===== src/rtl/fetch_pkg.sv =====
// Shared defaults and sizing helpers for the 65HE06 instruction fetch front end.
package fetch_pkg;

  localparam int          DW_DEF     = 16;
  localparam int          AW_DEF     = 16;
  localparam logic [15:0] RST_PC_DEF = 16'h0000;
  // Byte distance between consecutive instruction words.
  localparam int          WORD_INC   = 2;

  function automatic int ptr_w(input int depth);
    return (depth > 1) ? $clog2(depth) : 1;
  endfunction

  function automatic int cnt_w(input int depth);
    return $clog2(depth + 1);
  endfunction

endpackage


===== src/rtl/fetch_queue.sv =====
// DEPTH x DW circular instruction buffer: one push, pop of one or two words, flush.
module fetch_queue
  import fetch_pkg::*;
#(
  parameter int DW    = DW_DEF,
  parameter int DEPTH = 4,
  localparam int PW   = ptr_w(DEPTH),
  localparam int CW   = cnt_w(DEPTH)
) (
  input  logic          clk,
  input  logic          a_rst,
  input  logic          push,
  input  logic [DW-1:0] data,
  input  logic          pop1,
  input  logic          pop2,
  input  logic          flush,
  output logic [DW-1:0] head,
  output logic [DW-1:0] head1,
  output logic [CW-1:0] count
);

  logic [DW-1:0] mem [DEPTH];
  logic [PW-1:0] rd;
  logic [PW-1:0] wr;
  logic [PW-1:0] rd1;
  logic [CW-1:0] pop_n;
  logic [PW-1:0] rd_step;

  assign rd1   = rd + PW'(1);
  assign head  = mem[rd];
  assign head1 = mem[rd1];

  always_comb begin
    pop_n   = '0;
    rd_step = '0;
    if (pop2) begin
      pop_n   = CW'(2);
      rd_step = PW'(2);
    end else if (pop1) begin
      pop_n   = CW'(1);
      rd_step = PW'(1);
    end
  end

  always_ff @(posedge clk or negedge a_rst) begin
    if (!a_rst) begin
      rd    <= '0;
      wr    <= '0;
      count <= '0;
      for (int i = 0; i < DEPTH; i++) mem[i] <= '0;
    end else if (flush) begin
      rd    <= '0;
      wr    <= '0;
      count <= '0;
    end else begin
      if (push) begin
        mem[wr] <= data;
        wr      <= wr + PW'(1);
      end
      rd    <= rd + rd_step;
      count <= count + CW'(push) - pop_n;
    end
  end

endmodule


===== src/rtl/fetch_queue_unit.sv =====
// Fetch front end: request issue, epoch-style stale response discard, redirect and PC tracking.
module fetch_queue_unit
  import fetch_pkg::*;
#(
  parameter int          AW      = AW_DEF,
  parameter int          DW      = DW_DEF,
  parameter int          DEPTH   = 4,
  parameter int          MAX_OUT = 2,
  parameter logic [AW-1:0] RST_PC = AW'(RST_PC_DEF)
) (
  input  logic          clk,
  input  logic          a_rst,
  output logic          mem_req,
  output logic [AW-1:0] mem_addr,
  input  logic          mem_gnt,
  input  logic          mem_rvalid,
  input  logic [DW-1:0] mem_rdata,
  input  logic          hold,
  input  logic          pc_w,
  input  logic [AW-1:0] pc_alu,
  input  logic          ir_take,
  input  logic          ir_two,
  output logic          ir_valid,
  output logic [DW-1:0] ir_out,
  output logic [DW-1:0] k16_out,
  output logic [AW-1:0] pc_out
);

  localparam int CW = cnt_w(DEPTH);
  localparam int OW = $clog2(MAX_OUT) + 1;

  logic [CW-1:0] count;
  logic [OW-1:0] outstanding;
  logic [OW-1:0] stale;
  logic [AW-1:0] fpc;
  logic [AW-1:0] target;
  logic [CW:0]   occ;
  logic          grant;
  logic          rsp_live;
  logic          rsp_stale;
  logic          push;
  logic          pop;
  logic          alu_lsb_unused;

  assign alu_lsb_unused = pc_alu[0];
  assign target         = {pc_alu[AW-1:1], 1'b0};

  // Slots already reserved by in-flight requests count as occupied.
  assign occ      = {1'b0, count} + (CW+1)'(outstanding);
  assign mem_req  = a_rst & ~hold & ~pc_w & (occ < (CW+1)'(DEPTH))
                    & (outstanding < OW'(MAX_OUT));
  assign mem_addr = fpc;
  assign grant    = mem_req & mem_gnt;

  assign rsp_stale = mem_rvalid & (stale != '0);
  assign rsp_live  = mem_rvalid & (stale == '0);
  assign push      = rsp_live & ~pc_w;
  assign ir_valid  = (count >= CW'(2));
  assign pop       = ir_take & ir_valid & ~hold & ~pc_w;

  fetch_queue #(
    .DW    (DW),
    .DEPTH (DEPTH)
  ) u_queue (
    .clk   (clk),
    .a_rst (a_rst),
    .push  (push),
    .data  (mem_rdata),
    .pop1  (pop & ~ir_two),
    .pop2  (pop & ir_two),
    .flush (pc_w),
    .head  (ir_out),
    .head1 (k16_out),
    .count (count)
  );

  always_ff @(posedge clk or negedge a_rst) begin
    if (!a_rst) begin
      fpc    <= RST_PC;
      pc_out <= RST_PC;
    end else if (pc_w) begin
      fpc    <= target;
      pc_out <= target;
    end else begin
      if (grant) fpc <= fpc + AW'(WORD_INC);
      if (pop)   pc_out <= pc_out + (ir_two ? AW'(2 * WORD_INC) : AW'(WORD_INC));
    end
  end

  // On redirect every request still owed by memory becomes stale; a live
  // response landing in the redirect cycle is itself dropped, so it is not owed.
  always_ff @(posedge clk or negedge a_rst) begin
    if (!a_rst) begin
      outstanding <= '0;
      stale       <= '0;
    end else if (pc_w) begin
      outstanding <= '0;
      stale       <= stale - OW'(rsp_stale) + outstanding + OW'(grant) - OW'(rsp_live);
    end else begin
      outstanding <= outstanding + OW'(grant) - OW'(rsp_live);
      stale       <= stale - OW'(rsp_stale);
    end
  end

endmodule


===== config.mk =====
export PLATFORM = sky130hd
export DESIGN_NAME = fetch_queue_unit
export DESIGN_NICKNAME = d
export VERILOG_FILES = /design/src/rtl/fetch_pkg.sv /design/src/rtl/fetch_queue.sv /design/src/rtl/fetch_queue_unit.sv
export SDC_FILE = /design/constraint.sdc
export NUM_CORES = 1
export LEC_CHECK = 0
export BUFFER_PORTS_ARGS = -buffer_cell sky130_fd_sc_hd__buf_2
export CORE_ASPECT_RATIO = 0.9
export CORE_MARGIN = 2
export CORE_UTILIZATION = 35
export CTS_CLUSTER_DIAMETER = 120
export CTS_CLUSTER_SIZE = 14
export DETAILED_ROUTE_END_ITERATION = 6
export PLACE_DENSITY = 0.53
export SETUP_SLACK_MARGIN = 0.5
export SLEW_MARGIN = 5
export SYNTH_ARGS = -nofsm -noshare
export SYNTH_HDL_FRONTEND = slang
export SYNTH_HIERARCHICAL = 1
export SYNTH_SLANG_ARGS = --single-unit

===== constraint.sdc =====
create_clock -name clk -period 2.6 [get_ports clk]
set_input_delay 0.52 -clock clk [delete_from_list [all_inputs] [get_ports clk]]
set_output_delay 0.52 -clock clk [all_outputs]
set_load 0.01 [all_outputs]

==> reports/results.tsv <==
metric	value	unit
yosys.area.top_type_share	43.8	%
grt_first_pass_wirelength	22.7	mm
viasPerCell	5.28	
antenna_found_initial	1	
dp.final_hpwl	9.86	mm
cts_root_buf	clkbuf_16	
p_leak	3.54	nW
crit_family	multiplexers	
worstPathCellList	buf_8, mux4_2, buf_6	
max_slew_margin	53.5	%
worst_slew_pin_slew	698	ps
dieArea	0.0182	mm^2
clk_latency	350	ps
synth_area_leader_cell	dfrtp_1	
grt_start_max_net_pins	55	
ant_nets	0	
min_period_over_period	86.0	%
ctsHoldBuffers	0	
arrival	1720	ps
r2r_slack	420	ps
cp_max_fo	8	
synth_edf_count	0	
ys.flop_type	dfrtp_1	
cts_tree	built	
m1WireLength	6.64	mm
wl_met3	750	um
antenna_cells	0	
cp-start-kind	register	
syn_area	0.00599	mm^2
cts_sinks	105	
drive_gt1_share	50.3	%
ys_ff_latch	105	
row_count	45	
cts_buffers	9	
post_synth_main_area_contributors	dfrtp_1 (44%), mux4_2 (12%), mux2_4 (8.8%), mux2_2 (5.6%), ha_1 (3.1%)	
drtIter0Drc	196	
clk_pin_slew	70	ps
core-area	0.0168	mm^2
critPathKind	reg -> out	
syn2layout_area_growth	25.2	%
htree_num_levels	3	
drc_errors	0	
yosysMostFrequentCell	dfrtp_1	
gr-usage-all-layers	16.0	%
yosys_warnings	6	
status	completed	
die_x	142	um
finalWirelength	14.0	mm
num_vias	4173	
fin_worst_skew	7.93	ps
power_density	697	mW/mm^2
ys_seq_area_share	43.8	%
grt_pass1_vias	4210	
finalSetupTns	0	ps
holdCritPathClass	in -> async	
max_stage_delay	540	ps
gr-total-overflow	0	
finalNetCount	633	
numPortBuffers	102	
wl_met2	6.53	mm
clockBufferDepth	2	
setup_ws	364	ps
topRoutingLayerUsed	met5	
end_kind	primary output	
finalMaxSlewViolations	0	
worst-r2r-cell-count	10	
post_drt_wl_per_cell	17.7	um
yosysUniqueCellTypes	55	
finish.utilization	44.6	%
synthCells	451	
start_util	35.6	%
syn_area_per_cell	13.3	um^2
crit_buf_inv	2	
path_depth	3	
period_minus_slack	2240	ps
first_pass_iters	6	
fp.dieH	128	um
ioPinCount	106	
rsz0062_at_grt	true	
crit_slowest_cell	mux4_2	
synthTopCellsByCount	dfrtp_1 (105), mux2_4 (35), mux4_2 (32), mux2_2 (30), inv_1 (21)	
max-vdd-ir-drop	0.000456	V
fmax	0.447	GHz
ys_async_sr_fraction	100	%
gp_routability_congestion	0.807	
drv_cap	0	
place_ws	66.0	ps
setup_violations	0	
hold_viol	0	
crit_required	2080	ps
power by group:
group / leakage, nW / internal (mW) / total [mW] / switching (mW)
logic: 2.05 / 1.01 / 1.70 / 0.687
registers: 1.35 / 1.91 / 2.17 / 0.257
clock network: 0.139 / 0.679 / 1.36 / 0.684
path summary, 6_finish.rpt:
check	from	to
worst max register to register	u_queue/count[1]	u_queue/count[2]
worst min register to register	u_queue/mem[47]	u_queue/mem[47]
worst max-delay path	u_queue/rd[1]	k16_out[7]
worst min-delay path	a_rst	u_queue/count[0]
max in group asynchronous	a_rst	u_queue/mem[2]
min in group clk	pc_alu[15]	mem_addr[15]
sequential cells by signal (all words and copies together) (netlist names):
register,flops
mem_addr,15
outstanding,2
pc_out,15
stale,2
u_queue/count,3
u_queue/mem,64
u_queue/rd,2
u_queue/wr,2
cells by family after synthesis:
| group | after synthesis | share of synthesized area [%] |
|---|---|---|
| buffers and inverters | 50 | 4.66 |
| other | 1 | 0.0626 |
| adders and majority gates | 18 | 4.13 |
| muxes | 103 | 27.4 |
| DFF | 105 | 43.8 |
| xor gates and xnor gates | 13 | 2.36 |
| AOI/OAI and AO/OA | 58 | 6.89 |
| and+or+nand+nor | 103 | 10.6 |
metal layers:
metal,GRT usage [%],vias to the layer above
met5,0,-
met4,3.18,2
met3,4.67,9
met2,24.6,105
met1,22.7,2127
li1,-,1930
timing repair:
action	in CTS	in global routing
pin swaps	4	2
gates resized for setup	13	34
endpoints found under the setup margin	43	42
endpoints found under the hold margin	0	0
gates cloned	0	1
setup buffers	11	7
layout make-up:
class | instances | area (um^2)
tap | 211 | 264
inverter | 22 | 88.8
clock buffer | 9 | 225
clock inverter | 7 | 71.3
sequential | 105 | 2630
timing repair buffer | 140 | 1010
multi-input combinational | 297 | 3210
fill | 1556 | 9330
stage by stage:
| stage | std cells | hold WS (ps) | total power, mW | area [um^2] |
|---|---|---|---|---|
| finish | 791 | 357 | 5.23 | 7500 |
| global route | 791 | 427 | 5.55 | 7500 |
| CTS | 783 | 395 | 5.11 | 7250 |
| detailed placement | 756 | 517 | 3.67 | 6820 |
| global placement | 756 | 508 | 3.61 | 6820 |
| floorplan | 452 | 224 | 3.14 | 6110 |
layout by cell type, fill, tap and decap left out, drive strengths merged, types with 9 or more instances in the layout:
cell type and count:
o21ai 14, mux2 65, ha 15, clkbuf 10, mux4 32, dfrtp 105, nor3 10, nand3 9
inv 25, or4 9, nor2 12, nand2 17, nor4 10, buf 139
No activity file was read; power rests on OpenSTA's default activity.
